<file path="src/rtl/lc3b_types.sv">
// Shared types and constants for the LC-3b memory-bus unit.
// Latency: none (declarations only).
// Backpressure: none (declarations only).
//
// Contents:
//   mem_state_t    - memory-bus FSM states
//   MEM_BYTE_HI    - value of MAR[0] that selects the upper byte lane
//   MEM_STROBE_OFF - inactive level of the active-low SRAM strobes
//   mem_cnt_w()    - wait-state counter width, never less than one bit
package lc3b_types;

    typedef enum logic [2:0] {
        IDLE     = 3'd0,
        RD       = 3'd1,
        WR_SETUP = 3'd2,
        WR       = 3'd3,
        RESP     = 3'd4
    } mem_state_t;

    localparam int   MEM_BYTE_HI    = 1;
    localparam logic MEM_STROBE_OFF = 1'b1;

    // A zero-wait build still needs a one-bit counter so the register exists.
    function automatic int mem_cnt_w(input int wait_states);
        int w;
        w = $clog2(wait_states + 1);
        return (w < 1) ? 1 : w;
    endfunction

endpackage

</file>
<file path="src/rtl/mem_byte_lane.sv">
// Byte-lane steering for LDB/STB: read sign-extension, write replication, lane enables.
// Latency: purely combinational.
// Backpressure: none; the caller decides when the outputs are sampled.
//
// Ports:
//   i_byte_mode - 1 = byte access, 0 = full-word access
//   i_sel       - byte select (MAR[0]); MEM_BYTE_HI picks the upper half
//   i_rdata     - raw SRAM read word
//   i_mdr       - MDR value to be written
//   o_rdata     - read value to load into MDR (word or sign-extended byte)
//   o_wdata     - write value for the SRAM data bus (byte copied to both halves)
//   o_ub_n      - upper-lane strobe, active-low
//   o_lb_n      - lower-lane strobe, active-low
module mem_byte_lane
    import lc3b_types::*;
#(
    parameter int DATA_W = 16
) (
    input  logic              i_byte_mode,
    input  logic              i_sel,
    input  logic [DATA_W-1:0] i_rdata,
    input  logic [DATA_W-1:0] i_mdr,
    output logic [DATA_W-1:0] o_rdata,
    output logic [DATA_W-1:0] o_wdata,
    output logic              o_ub_n,
    output logic              o_lb_n
);

    localparam int HALF = DATA_W / 2;

    logic              w_sel_hi;
    logic [HALF-1:0]   w_byte;

    assign w_sel_hi = (i_sel == 1'(MEM_BYTE_HI));
    assign w_byte   = w_sel_hi ? i_rdata[DATA_W-1:HALF] : i_rdata[HALF-1:0];

    assign o_rdata  = i_byte_mode ? {{HALF{w_byte[HALF-1]}}, w_byte} : i_rdata;

    // The SRAM picks the byte by lane strobe, so the store byte goes on both halves.
    assign o_wdata  = i_byte_mode ? {i_mdr[HALF-1:0], i_mdr[HALF-1:0]} : i_mdr;

    // Word access enables both lanes; byte access enables only the selected one.
    assign o_ub_n   = i_byte_mode && !w_sel_hi;
    assign o_lb_n   = i_byte_mode &&  w_sel_hi;

endmodule

</file>
<file path="src/rtl/mem_bus_unit.sv">
// Memory-bus unit: owns MAR/MDR and runs wait-stated read/write cycles to an async SRAM.
// Latency: read mem_resp in cycle WAIT_STATES+2, write mem_resp in cycle WAIT_STATES+3.
// Backpressure: busy is high outside IDLE; requests seen while busy are dropped, not queued.
//
// Ports:
//   Clk, Reset          - clock and synchronous active-high reset
//   ld_mar, ld_mdr      - load MAR/MDR from bus_in (honoured in IDLE only)
//   bus_in              - datapath bus value
//   mem_read, mem_write - transaction requests, sampled in IDLE (read wins)
//   byte_mode           - byte access, latched with the request
//   mdr_out             - MDR contents
//   busy, mem_resp      - handshake to control: busy level, one-cycle completion pulse
//   ADDR                - SRAM word address (MAR without its byte-select bit)
//   mem_rdata           - SRAM read data
//   mem_wdata           - SRAM write data, registered at acceptance
//   mem_*_n             - SRAM strobes, active-low, all registered
module mem_bus_unit
    import lc3b_types::*;
#(
    parameter int DATA_W      = 16,
    parameter int ADDR_W      = 20,
    parameter int WAIT_STATES = 2
) (
    input  logic              Clk,
    input  logic              Reset,
    input  logic              ld_mar,
    input  logic              ld_mdr,
    input  logic [DATA_W-1:0] bus_in,
    input  logic              mem_read,
    input  logic              mem_write,
    input  logic              byte_mode,
    output logic [DATA_W-1:0] mdr_out,
    output logic              busy,
    output logic              mem_resp,
    output logic [ADDR_W-1:0] ADDR,
    input  logic [DATA_W-1:0] mem_rdata,
    output logic [DATA_W-1:0] mem_wdata,
    output logic              mem_ce_n,
    output logic              mem_oe_n,
    output logic              mem_we_n,
    output logic              mem_ub_n,
    output logic              mem_lb_n
);

    localparam int               CNT_W    = mem_cnt_w(WAIT_STATES);
    localparam logic [CNT_W-1:0] CNT_LOAD = CNT_W'(WAIT_STATES);
    localparam logic [CNT_W-1:0] CNT_ONE  = CNT_W'(1);

    mem_state_t        r_state;
    logic [DATA_W-1:0] r_mar;
    logic [DATA_W-1:0] r_mdr;
    logic [DATA_W-1:0] r_wdata;
    logic [CNT_W-1:0]  r_cnt;
    logic              r_byte_mode;
    logic              r_ce_n;
    logic              r_oe_n;
    logic              r_we_n;
    logic              r_ub_n;
    logic              r_lb_n;

    logic              w_idle;
    logic              w_req;
    logic [DATA_W-1:0] w_mar_nxt;
    logic [DATA_W-1:0] w_mdr_nxt;
    logic              w_lane_bm;
    logic [DATA_W-1:0] w_rd_steer;
    logic [DATA_W-1:0] w_wr_steer;
    logic              w_ub_n;
    logic              w_lb_n;
    logic [ADDR_W-1:0] w_addr;

    assign w_idle    = (r_state == IDLE);
    assign w_req     = mem_read || mem_write;

    // In IDLE the lane logic must see the values that will be in MAR/MDR after
    // this edge, so a load in the same cycle as the request is honoured.
    assign w_mar_nxt = (w_idle && ld_mar) ? bus_in : r_mar;
    assign w_mdr_nxt = (w_idle && ld_mdr) ? bus_in : r_mdr;
    assign w_lane_bm = w_idle ? byte_mode : r_byte_mode;

    mem_byte_lane #(
        .DATA_W (DATA_W)
    ) u_byte_lane (
        .i_byte_mode (w_lane_bm),
        .i_sel       (w_mar_nxt[0]),
        .i_rdata     (mem_rdata),
        .i_mdr       (w_mdr_nxt),
        .o_rdata     (w_rd_steer),
        .o_wdata     (w_wr_steer),
        .o_ub_n      (w_ub_n),
        .o_lb_n      (w_lb_n)
    );

    // MAR[0] is the byte select, so the word address is MAR shifted right by one.
    always_comb begin
        w_addr                = '0;
        w_addr[DATA_W-2:0]    = r_mar[DATA_W-1:1];
    end

    // Strobes are registered alongside the state so the SRAM never sees decode glitches.
    always_ff @(posedge Clk) begin
        if (Reset) begin
            r_state     <= IDLE;
            r_mar       <= '0;
            r_mdr       <= '0;
            r_wdata     <= '0;
            r_cnt       <= '0;
            r_byte_mode <= 1'b0;
            r_ce_n      <= MEM_STROBE_OFF;
            r_oe_n      <= MEM_STROBE_OFF;
            r_we_n      <= MEM_STROBE_OFF;
            r_ub_n      <= MEM_STROBE_OFF;
            r_lb_n      <= MEM_STROBE_OFF;
        end else begin
            case (r_state)
                IDLE: begin
                    r_mar <= w_mar_nxt;
                    r_mdr <= w_mdr_nxt;
                    if (w_req) begin
                        r_byte_mode <= byte_mode;
                        r_wdata     <= w_wr_steer;
                        r_cnt       <= CNT_LOAD;
                        r_ce_n      <= 1'b0;
                        r_ub_n      <= w_ub_n;
                        r_lb_n      <= w_lb_n;
                        if (mem_read) begin
                            r_state <= RD;
                            r_oe_n  <= 1'b0;
                        end else begin
                            r_state <= WR_SETUP;
                        end
                    end
                end

                RD: begin
                    if (r_cnt == '0) begin
                        r_mdr   <= w_rd_steer;
                        r_state <= RESP;
                        r_ce_n  <= MEM_STROBE_OFF;
                        r_oe_n  <= MEM_STROBE_OFF;
                        r_ub_n  <= MEM_STROBE_OFF;
                        r_lb_n  <= MEM_STROBE_OFF;
                    end else begin
                        r_cnt <= r_cnt - CNT_ONE;
                    end
                end

                // One cycle of address/data setup before we_n falls; the
                // counter still holds its load value for the WR phase.
                WR_SETUP: begin
                    r_we_n  <= 1'b0;
                    r_state <= WR;
                end

                WR: begin
                    if (r_cnt == '0) begin
                        r_state <= RESP;
                        r_ce_n  <= MEM_STROBE_OFF;
                        r_we_n  <= MEM_STROBE_OFF;
                        r_ub_n  <= MEM_STROBE_OFF;
                        r_lb_n  <= MEM_STROBE_OFF;
                    end else begin
                        r_cnt <= r_cnt - CNT_ONE;
                    end
                end

                RESP: begin
                    r_state <= IDLE;
                end

                default: begin
                    r_state <= IDLE;
                    r_ce_n  <= MEM_STROBE_OFF;
                    r_oe_n  <= MEM_STROBE_OFF;
                    r_we_n  <= MEM_STROBE_OFF;
                    r_ub_n  <= MEM_STROBE_OFF;
                    r_lb_n  <= MEM_STROBE_OFF;
                end
            endcase
        end
    end

    assign busy      = !w_idle;
    assign mem_resp  = (r_state == RESP);
    assign mdr_out   = r_mdr;
    assign ADDR      = w_addr;
    assign mem_wdata = r_wdata;
    assign mem_ce_n  = r_ce_n;
    assign mem_oe_n  = r_oe_n;
    assign mem_we_n  = r_we_n;
    assign mem_ub_n  = r_ub_n;
    assign mem_lb_n  = r_lb_n;

endmodule
</file>
<file path="config.mk">
export PLATFORM = sky130hd
export DESIGN_NAME = mem_bus_unit
export DESIGN_NICKNAME = d
export VERILOG_FILES = /design/src/rtl/lc3b_types.sv /design/src/rtl/mem_byte_lane.sv /design/src/rtl/mem_bus_unit.sv
export SDC_FILE = /design/constraint.sdc
export NUM_CORES = 1
export LEC_CHECK = 0
export BUFFER_PORTS_ARGS = -buffer_cell sky130_fd_sc_hd__buf_2
export CAP_MARGIN = 20
export CORE_ASPECT_RATIO = 1.2
export CORE_UTILIZATION = 45
export DETAILED_ROUTE_END_ITERATION = 10
export GPL_TIMING_DRIVEN = 0
export HOLD_SLACK_MARGIN = 0.08
export PLACE_DENSITY = 0.82
export SYNTH_ARGS = -nofsm -noshare
export SYNTH_HDL_FRONTEND = slang
export SYNTH_HIERARCHICAL = 1
export SYNTH_SLANG_ARGS = --single-unit
</file>
<file path="constraint.sdc">
create_clock -name Clk -period 3.25 [get_ports Clk]
set_input_delay 0 -clock Clk [delete_from_list [all_inputs] [get_ports Clk]]
set_output_delay 0 -clock Clk [all_outputs]
set_load 0.005 [all_outputs]
</file>
# Word-level counts from Yosys, hierarchy flattened
# Cells that the tools add are included.
# word_totals
regBits	59
in_bits	39
word_cells	75
# op_classes
addsub	1
eq_ne	10
mux	26
bitwise_logic	3
reduce_logical	23
# op_table
op	n
16-bit two-way mux	4
16-bit case mux with 2 select lines	1
1-bit case mux with 3 select lines	5
2-bit AND reduction	5
3-bit case mux with 3 select lines	1
1-bit two-way mux	8
8-bit two-way mux	1
2-bit != test, second input constant	4
3-bit by 2-bit equality test with 1-bit output, second input constant	2
2-bit two-way mux	3
3-bit two-way mux	2
3-bit AND reduction	2
3-bit OR reduction	2
1-bit logical AND	4
2-bit by 1-bit != test with 1-bit output, second input constant	2
2-bit case mux with 2 select lines	1
4-bit AND reduction	1
2-bit nonzero test	2
2-bit OR reduction	2
3-bit by 1-bit equality test with 1-bit output, second input constant	1
3-bit equality test, second input constant	1
3-bit logical NOT	1
1-bit NOT	3
1-bit logical NOT	2
other kinds (3)	3

# Depth between registers and ports, before layout
# Gate-level depths: netlist of run 1.
# depth
depth_word	7
ltp_mapped	9

# By module
# The synthesis of run 1 kept the hierarchy.
# by_module_without_submodules
module	n_inst	cells_each	area_per_inst_um2	seq_area_each_um2
mem_bus_unit	1	300	2920.3	1181.1
mem_byte_lane	1	46	367.9	0.0

# Worst setup path before layout of run 1
# OpenSTA, ideal clock, no wires.
# synth_path
path_type	register to register
start	register r_state[1]
end	register r_mdr[3] (netlist: mdr_out[3])
setup_time_ps	122
t_arrival_ps	2203
required_ps	3128
setup_slack_ps	925
stages_incl_launch_ff	8
path_buffers	1
synth_period_minus_slack_ps	2325
cell_sequence	dfxtp_1 -> buf_2 -> nor4b_2 -> mux2_2 -> nand2_2 -> mux2_2 -> nor3b_1 -> a221o_1
# synth_via
elab_chain_cells	7
word_cells_on_any_way	14
# synth_rtl
element	line_no	rtl
from (decl)	mem_bus_unit.sv:49	mem_state_t r_state;
from (signal assigned)	mem_bus_unit.sv:103	r_state <= IDLE;
from (signal assigned)	mem_bus_unit.sv:127	r_state <= RD;
from (signal assigned)	mem_bus_unit.sv:130	r_state <= WR_SETUP;
3-bit logical NOT	mem_bus_unit.sv:72	assign w_idle = (r_state == IDLE);
1-bit logical AND	mem_bus_unit.sv:77	assign w_mar_nxt = (w_idle && ld_mar) ? bus_in : r_mar;
1-bit two-way mux	mem_bus_unit.sv:77	
net w_mar_nxt[0]	mem_bus_unit.sv:63	logic [DATA_W-1:0] w_mar_nxt;
8-bit two-way mux	mem_byte_lane.sv:35	assign w_byte = w_sel_hi ? i_rdata[DATA_W-1:HALF] : i_rdata[HALF-1:0];
16-bit two-way mux	mem_byte_lane.sv:37	assign o_rdata = i_byte_mode ? {{HALF{w_byte[HALF-1]}}, w_byte} : i_rdata;
net w_rd_steer[3]	mem_bus_unit.sv:66	logic [DATA_W-1:0] w_rd_steer;
16-bit two-way mux	mem_bus_unit.sv:136	if (r_cnt == '0) begin
16-bit case mux with 2 select lines	mem_bus_unit.sv:115	case (r_state)
to (signal assigned)	mem_bus_unit.sv:118	r_mdr <= w_mdr_nxt;
to (signal assigned)	mem_bus_unit.sv:137	r_mdr <= w_rd_steer;
to (decl)	mem_bus_unit.sv:51	logic [DATA_W-1:0] r_mdr;
# The timed path passes the listed nets, and every way through them passes these cells. The select of a mux whose other input is x is not followed.
# A chain may end at the register's enable or synchronous reset.

# Worst setup path after layout of run 1
# layout_path
start	register r_state[1]
end	register r_mdr[9] (netlist: mdr_out[9])
# The elaborated chain is that of the path after synthesis.

==> flow_results.org, run 1 <==
** Placement
- Once detailed placement completed, the half-perimeter wirelength came to 6290 um.
- Placer's final routability congestion estimate :: 0.848
- After detailed placement, the design holds a cell count of 529.
- The count of buffers added on input and output ports is 92.

** Critical path
- The worst setup path is captured at a flip-flop.
- Crit Reg-Reg Startpoint :: r_state[1]$_SDFFE_PP0P_
- For flop-to-flop paths, the worst setup slack is 0.36 ns.
- Signal arrival time at the worst endpoint :: 3.12 ns
- Critical path class :: reg -> reg
- For the worst setup path, the data required time is 3.48 ns.
- The worst setup path is launched from a flip-flop.
- The endpoint identified for the worst register-to-register timing path is mdr_out[9]$_SDFFE_PP0P_.
- Logic depth of the worst register-to-register path :: 7
- Of all nets on the critical path, the largest fanout is 10.

** Cells and area
- Summing all multi-input logic gate instances after layout gives 0.00172 mm^2.
- Most frequent standard cell in the layout excluding fill and tap cells :: sky130_fd_sc_hd__buf_2
- Leaving out fill and tap cells, the most frequent cells in the layout are sky130_fd_sc_hd__buf_2 (99), sky130_fd_sc_hd__dfxtp_1 (59), sky130_fd_sc_hd__nand2b_1 (35), sky130_fd_sc_hd__nand2_1 (31), sky130_fd_sc_hd__buf_4 (29).
- The sequential cells in the finished layout cover a total of 0.00118 mm^2.
- Antenna Cells :: 0
- The filler cells instantiated in the layout total 626.
- The area growth from synthesis to layout is 29.3%.
- Number of non-filler instances in the completed layout :: 564
- After the last flow step, the layout net total stands at 513.
- Of the cells placed in the final design, the portion with a size suffix greater than 1 is 0.398.

** Power
- Static Leakage :: 2.00 nW
- Maximum resistive drop on vdd :: 0.000287 V
- Pwr/cell area :: 523 mW/mm^2

** Routing
- Summed over all layers, the routed wires come to 8560 um.
- Remaining antenna violation count after routing :: 0
- Detailed routing inserted a total of 2896 vias.
- The pre-antenna-repair detailed-routing pass consisted of 4 iterations.
- Using the TritonRoute via totals, the vias-per-cell ratio works out to 5.13.
- Average wire per standard cell :: 15.2 um
- Count of unresolved DRC violations after routing :: 0
- The first routing iteration left 172 violations.

** Yosys
- Sequential-to-total area share from yosys stat :: 0.359
- Average size of a mapped cell :: 9.50 um^2
- The most used flip-flop cell after synthesis is sky130_fd_sc_hd__dfxtp_1.
- Syn Inst Count :: 346
- For this run, the number of Yosys warnings is 6.
- After synthesis, the netlist uses 39 different library cells.
- Count of flip-flops with a built-in enable after synthesis :: 0
- The cell area that synthesis handed to floorplanning was 0.00329 mm^2.
- After synthesis, the share of flip-flops with an asynchronous set or reset is 0.
- Synthesis inferred 59 register bits.

** Global route
- Maximum number of pins on one net before global-route repair :: 11
- For this run, the total global-route usage over all layers was measured as 0.240.
- Vias in the first global route :: 2719
- The first global-routing pass estimated 13600 um of wire.
- Initial antenna violation count :: 0
- After global routing the overflow that remains totals 0.

** Clock network
- In this run, CTS created clock tree buffers numbering 9.
- TritonCTS built the clock tree.
- Post CTS Setup Buffer Count :: 0
- Cell at the root of the clock tree :: sky130_fd_sc_hd__clkbuf_8
- Cts repair resizes :: 0
- Number of levels the H-tree was split into :: 3
- Clock-pin slew was measured on the worst setup and hold paths at 0.06 ns.
- Number of buffers on the longest clock path :: 2
- Clock network latency to the later pin of the worst-skew pair :: 0.35 ns
- Hold_buf cts :: 20
- Counting every sink on the clock net gives 59.

** STA
- In the finished design, the share of the clock period the worst path needs comes to 0.888.
- Based on the critical path, the design can be clocked at up to 347 MHz.
- The max-slew violation total from the final report was 0.
- Setup repair after global routing left no endpoint under its margin.
- Worst Clk Skew :: 0.00609 ns
- The worst pin sits at a relative slew slack of 0.488.
- Final Critical Period :: 2.89 ns
- Aggregate negative setup slack :: 0 ns
- Setup violations remaining at the end of the flow were counted as 0.
- For the pin with the worst max-slew slack, the measured transition is 0.766 ns.
- The count of final hold-check violations came to 0.

** Floorplan
- Cell row count :: 33
- Measured along the x axis, the die boundary spans 80.0 um.
- Die outline area :: 0.00765 mm^2
- IO Pins :: 98
- The die is 95.6 um tall.
- For this configuration, the core starts out at a cell density of 0.474.
- Placeable core region :: 0.00694 mm^2

** Worst hold path
- Worst min-delay path class :: in -> reg
- Counting instances, the worst hold path has a depth of 4.
- WHS Endpoint :: r_mar[4]$_SDFFE_PP0P_
- Launch point of the worst hold path :: ld_mar

** Run
- Max-cap violation count :: 0

** Outcome
- Result of the run :: complete, no violations
==> cell type report <==
class	count	share of cell area
multi-input cells	228	0.405
flip-flops and latches	59	0.278
repair buffers	112	0.155
plain buffers	57	0.0886
clock buffers	13	0.0397
well taps	87	0.0256
inverters	6	0.00530
clock inverters	2	0.00235
==> per-layer routing <==
metal / vias to the layer above / routed length (um) / GRT usage
met3: 23 / 552 / 0.0574
met4: 0 / 284 / 0.135
met2: 116 / 4150 / 0.386
li1: 1428 / - / -
met5: - / 0 / 0
met1: 1329 / 3570 / 0.292
==> stage by stage <==
stage / setup WS, ns / hold WS, ns / util / total power, mW / area, um^2
after floorplan: 0.925 / 0.136 / - / 1.37 / 3300
after global placement: 0.511 / 0.262 / 0.558 / 1.58 / 3870
after detailed placement: 0.507 / 0.263 / 0.558 / 1.59 / 3870
after CTS: 0.429 / 0.135 / 0.613 / 2.23 / 4250
after global routing: 0.292 / 0.162 / 0.613 / 2.34 / 4250
final: 0.365 / 0.151 / 0.613 / 2.22 / 4250
==> Yosys cell counts, types with 6 or more instances <==
library cell | instances | area share
sky130_fd_sc_hd__dfxtp_1 | 59 | 0.36
sky130_fd_sc_hd__nand2b_1 | 35 | 0.067
sky130_fd_sc_hd__nand2_1 | 31 | 0.035
sky130_fd_sc_hd__buf_4 | 29 | 0.066
sky130_fd_sc_hd__mux2_2 | 26 | 0.089
sky130_fd_sc_hd__a21oi_1 | 24 | 0.037
sky130_fd_sc_hd__mux2i_1 | 20 | 0.061
sky130_fd_sc_hd__nor3b_1 | 18 | 0.041
sky130_fd_sc_hd__a221o_1 | 16 | 0.049
sky130_fd_sc_hd__clkbuf_1 | 14 | 0.016
sky130_fd_sc_hd__nor2_1 | 12 | 0.014
sky130_fd_sc_hd__mux2_4 | 10 | 0.046
sky130_fd_sc_hd__buf_2 | 7 | 0.011
sky130_fd_sc_hd__buf_6 | 6 | 0.021
sky130_fd_sc_hd__inv_1 | 6 | 0.0068
==> worst max-delay path by stage <==
stage | start | end | cells after the start
global placement | r_state[1]$_SDFFE_PP0P_ | mdr_out[9]$_SDFFE_PP0P_ | 7
floorplan | r_state[1]$_SDFFE_PP0P_ | mdr_out[3]$_SDFFE_PP0P_ | 7
finish | r_state[1]$_SDFFE_PP0P_ | mdr_out[9]$_SDFFE_PP0P_ | 7
detailed placement | r_state[1]$_SDFFE_PP0P_ | mdr_out[9]$_SDFFE_PP0P_ | 7
CTS | r_state[1]$_SDFFE_PP0P_ | mdr_out[9]$_SDFFE_PP0P_ | 7
global route | r_state[1]$_SDFFE_PP0P_ | mdr_out[9]$_SDFFE_PP0P_ | 7
==> worst max-delay path: stages, from the launching register on <==
cell                      delay, ns
sky130_fd_sc_hd__dfxtp_1       0.31
sky130_fd_sc_hd__buf_2         0.17
sky130_fd_sc_hd__nor4b_2       0.66
sky130_fd_sc_hd__mux2_2        0.47
sky130_fd_sc_hd__mux2i_1       0.50
sky130_fd_sc_hd__a21oi_1       0.18
sky130_fd_sc_hd__nor3b_1       0.19
sky130_fd_sc_hd__a221o_1       0.28
==> state kept, by name (all words and copies together) (netlist names) <==
signal       flops
mdr_out         16
r_state          3
mem_oe_n         1
mem_wdata       16
r_cnt            2
r_byte_mode      1
mem_lb_n         1
mem_we_n         1
mem_ce_n         1
r_mar           16
mem_ub_n         1
==> logic make-up (layout without fill, tap and decap cells) <==
logic type / after synthesis / after routing / synth area share
AOI/OAI and AO/OA: 57 / 57 / 0.126
buffers and inverters: 63 / 190 / 0.121
adders and majority gates: 1 / 1 / 0.00380
DFF: 59 / 59 / 0.359
muxes: 56 / 56 / 0.196
and+or+nand+nor: 109 / 109 / 0.193
other: 1 / 5 / 0.00114
==> power by group <==
part,total [mW],internal (mW),switching [mW]
clock network,0.620,0.333,0.288
logic,0.726,0.390,0.337
registers,0.875,0.818,0.0574
total,2.22,1.54,0.682
(Power assumes the default switching activity.)
==> inputs of run 2 (changes only) <==
--- a/config.mk
+++ b/config.mk
@@ -12,7 +12,7 @@
 export DETAILED_ROUTE_END_ITERATION = 10
 export GPL_TIMING_DRIVEN = 0
 export HOLD_SLACK_MARGIN = 0.08
-export PLACE_DENSITY = 0.82
+export PLACE_DENSITY = 0.71
 export SYNTH_ARGS = -nofsm -noshare
 export SYNTH_HDL_FRONTEND = slang
 export SYNTH_HIERARCHICAL = 1
==> run 2 against run 1 <==
Power down 1.1%. Sequential power barely moved. Wire length increased by 2.3%. Largest power group unchanged. First-iteration DRC count shrank 13%. Combinational power is 0.6% lower. Flip-flop and latch count unchanged. Critical path depth is the same. Clock power fell by 3.4%. Register-to-register slack improved by 0.03 ns. Global-route usage increased by 0.55 points.
==> flow_results.org, run 2 (synthesis results as in run 1) <==
** Outcome
- Result of the run :: complete, no violations

** Critical path
- Req. time, crit path :: 3.49 ns
- Walking the worst path, the cells encountered are buf_2, nor4b_2, mux2_2, mux2i_1, a21oi_1, nor3b_1, a221o_1.
- Combined buffer and inverter count along the critical path :: 1
- Data arrives at the worst endpoint at 3.09 ns.
- Grouping stages by cell kind, the critical path spends the most delay in multiplexers.
- STA classifies the critical path startpoint as a flip-flop.
- The critical path is of the reg -> reg type.
- The slowest stage of the critical path belongs to the cell sky130_fd_sc_hd__nor4b_2.
- Biggest cell delay along the critical path :: 0.69 ns
- Of all nets on the critical path, the largest fanout is 10.
- Crit. End Element :: flip-flop

** Routing
- Summed over all layers, the routed wires come to 8760 um.
- After detailed routing, the wire length on met1 is 3860 um.
- Top routing layer in use :: met4
- Before antenna repair, the detailed router went through 4 iterations.
- In the detailed route, the total length drawn on met3 is 329 um.
- Count of routing violations after the opening detailed-route iteration :: 149
- Dividing the detail-routed wire length by the instance count gives 15.5 um.
- DR vias :: 2888
- Detailed routing placed a total of 4230 um of wire on met2.
- The detail route stage leaves a number of antenna-violating nets equal to 0.
- After detailed routing, the number of vias per cell comes to 5.11.
- In the routed design, unresolved DRC markers number 0.

** Global route
- Maximum number of pins on one net before global-route repair :: 11
- The total overflow left after global routing is 0.
- Across every metal layer, demand over resource in global routing totals 0.245.
- The initial antenna violation count was 0.
- The first global-routing pass estimated 13800 um of wire.
- The number of global-route vias before repair is 2832.

** STA
- Setup repair after global routing left no endpoint under its margin.
- Aggregate negative setup slack :: 0 ns
- Across all setup checks in the final design, the least slack found is 0.396 ns.
- The max-slew violation total from the final report is 0.
- Final Critical Period :: 2.85 ns
- The worst pin sits at a relative slew slack of 0.459.
- Static timing analysis puts the maximum clock frequency at 350 MHz.
- At the pin with the least slew margin, the transition time is 0.810 ns.
- Dividing the final minimum period by the clock period gives 0.878.
- Count of final hold-check violations :: 0
- For the final database, setup skew stands at 0.0102 ns.
- On the final layout, the worst hold slack is 0.145 ns.
- Final setup violation count :: 0

** Clock network
- The clock net in this run drives a total of 59 sinks.
- The number of clock buffers added by TritonCTS is 9.
- The H-tree was split into 3 levels.
- Number of buffers on the longest clock path :: 2
- Clock slew at reported path FFs :: 0.07 ns
- In this run the post-CTS setup repair buffer count came out at 0.
- Clock network latency to the later pin of the worst-skew pair :: 0.35 ns
- The cell sitting at the root of the clock tree is a sky130_fd_sc_hd__clkbuf_8.
- Clock tree from TritonCTS :: built

** Floorplan
- Chip Height :: 95.6 um
- The die covers 0.00765 mm^2.
- The floorplan has 33 rows.
- From left edge to right edge, the die measures 80.0 um.
- Initial cell density of the core :: 0.474
- After floorplanning, the core was sized to cover 0.00694 mm^2.
- During I/O placement, the number of pins put on the boundary was 98.

** Cells and area
- The finished layout holds 565 standard cells, fillers aside.
- Final net count :: 513
- Total area of sequential cells :: 0.00118 mm^2
- The filler cells instantiated in the layout total 638.
- The library cells used most frequently in the layout, excluding fill and tap cells, are sky130_fd_sc_hd__buf_2 (99), sky130_fd_sc_hd__dfxtp_1 (59), sky130_fd_sc_hd__nand2b_1 (35), sky130_fd_sc_hd__nand2_1 (31), sky130_fd_sc_hd__buf_4 (29).
- At the end of the flow the core is filled with cells to 0.612.
- The repair_antennas step left the layout with diodes totalling 0.
- Area used by multi-input combinational logic :: 0.00172 mm^2
- Layout overhead on the synthesized area :: 29.0%
- Cell area after layout :: 0.00424 mm^2
- Proportion of layout cells with a drive suffix above 1 :: 0.400
- Leaving out fill and tap cells, the most frequent cell in the layout is sky130_fd_sc_hd__buf_2.

** Power
- Summed over all cells, the static leakage comes to 1.99 nW.
- Dividing total power by cell area gives a power density of 518 mW/mm^2.
- Total power :: 2.20 mW
- Across the VDD grid, the largest voltage drop is 0.000247 V.

** Placement
- The count of buffers added on input and output ports is 92.
- Counting tap cells, the placed design contains a total of 529 instances.
- Pre-CTS WS :: 0.417 ns
- Placed standard-cell area :: 0.00387 mm^2
- Detailed placement ended at an HPWL of 6460 um.
- The congestion estimate from routability-driven global placement came to 0.806.

** Worst hold path
- Worst min-delay path class :: in -> reg

** Run
- Max-cap violation count :: 0
run 2: cell count changes in the layout (fill, tap and decap cells not counted):
cell / delta
sky130_fd_sc_hd__clkinv_4: +1
sky130_fd_sc_hd__clkbuf_8: -2
sky130_fd_sc_hd__clkinv_2: +2
run 2: what timing repair did:
item,in CTS,in global routing
hold buffers,20,0
resized for setup,0,0
endpoints found under the hold margin,35,0
run 2: final timing paths:
check	from	endpoint	slack, ns	cells past startpoint
max	r_state[1]$_SDFFE_PP0P_	mdr_out[11]$_SDFFE_PP0P_	0.40	7
min	ld_mar	r_mar[4]$_SDFFE_PP0P_	0.14	4
max reg2reg	r_state[1]$_SDFFE_PP0P_	mdr_out[11]$_SDFFE_PP0P_	0.40	7
min reg2reg	r_mar[2]$_SDFFE_PP0P_	r_mar[2]$_SDFFE_PP0P_	0.46	2
run 2: layout make-up:
| type | count | share of cell area |
|---|---|---|
| plain buffers | 57 | 0.0888 |
| clock buffers | 11 | 0.0333 |
| clock inverters | 5 | 0.00678 |
| inverters | 6 | 0.00531 |
| multi-input cells | 228 | 0.406 |
| flip-flops and latches | 59 | 0.278 |
| well taps | 87 | 0.0257 |
| repair buffers | 112 | 0.156 |
run 2: worst min-delay path, stage by stage:
cell                      delay (ns)
sky130_fd_sc_hd__buf_2          0.10
sky130_fd_sc_hd__nor4b_2        0.21
sky130_fd_sc_hd__nand2_1        0.08
sky130_fd_sc_hd__a21oi_1        0.05
run 2: report_power, final:
group          internal (mW)  switching (mW)  total, mW
logic                  0.389           0.333      0.722
clock network          0.293           0.306      0.599
registers              0.818          0.0594      0.877
run 2: metal layers:
metal	global-route usage	vias to the layer above
met2	0.403	81
met5	0	-
met4	0.140	0
met1	0.294	1348
li1	-	1433
met3	0.0545	26
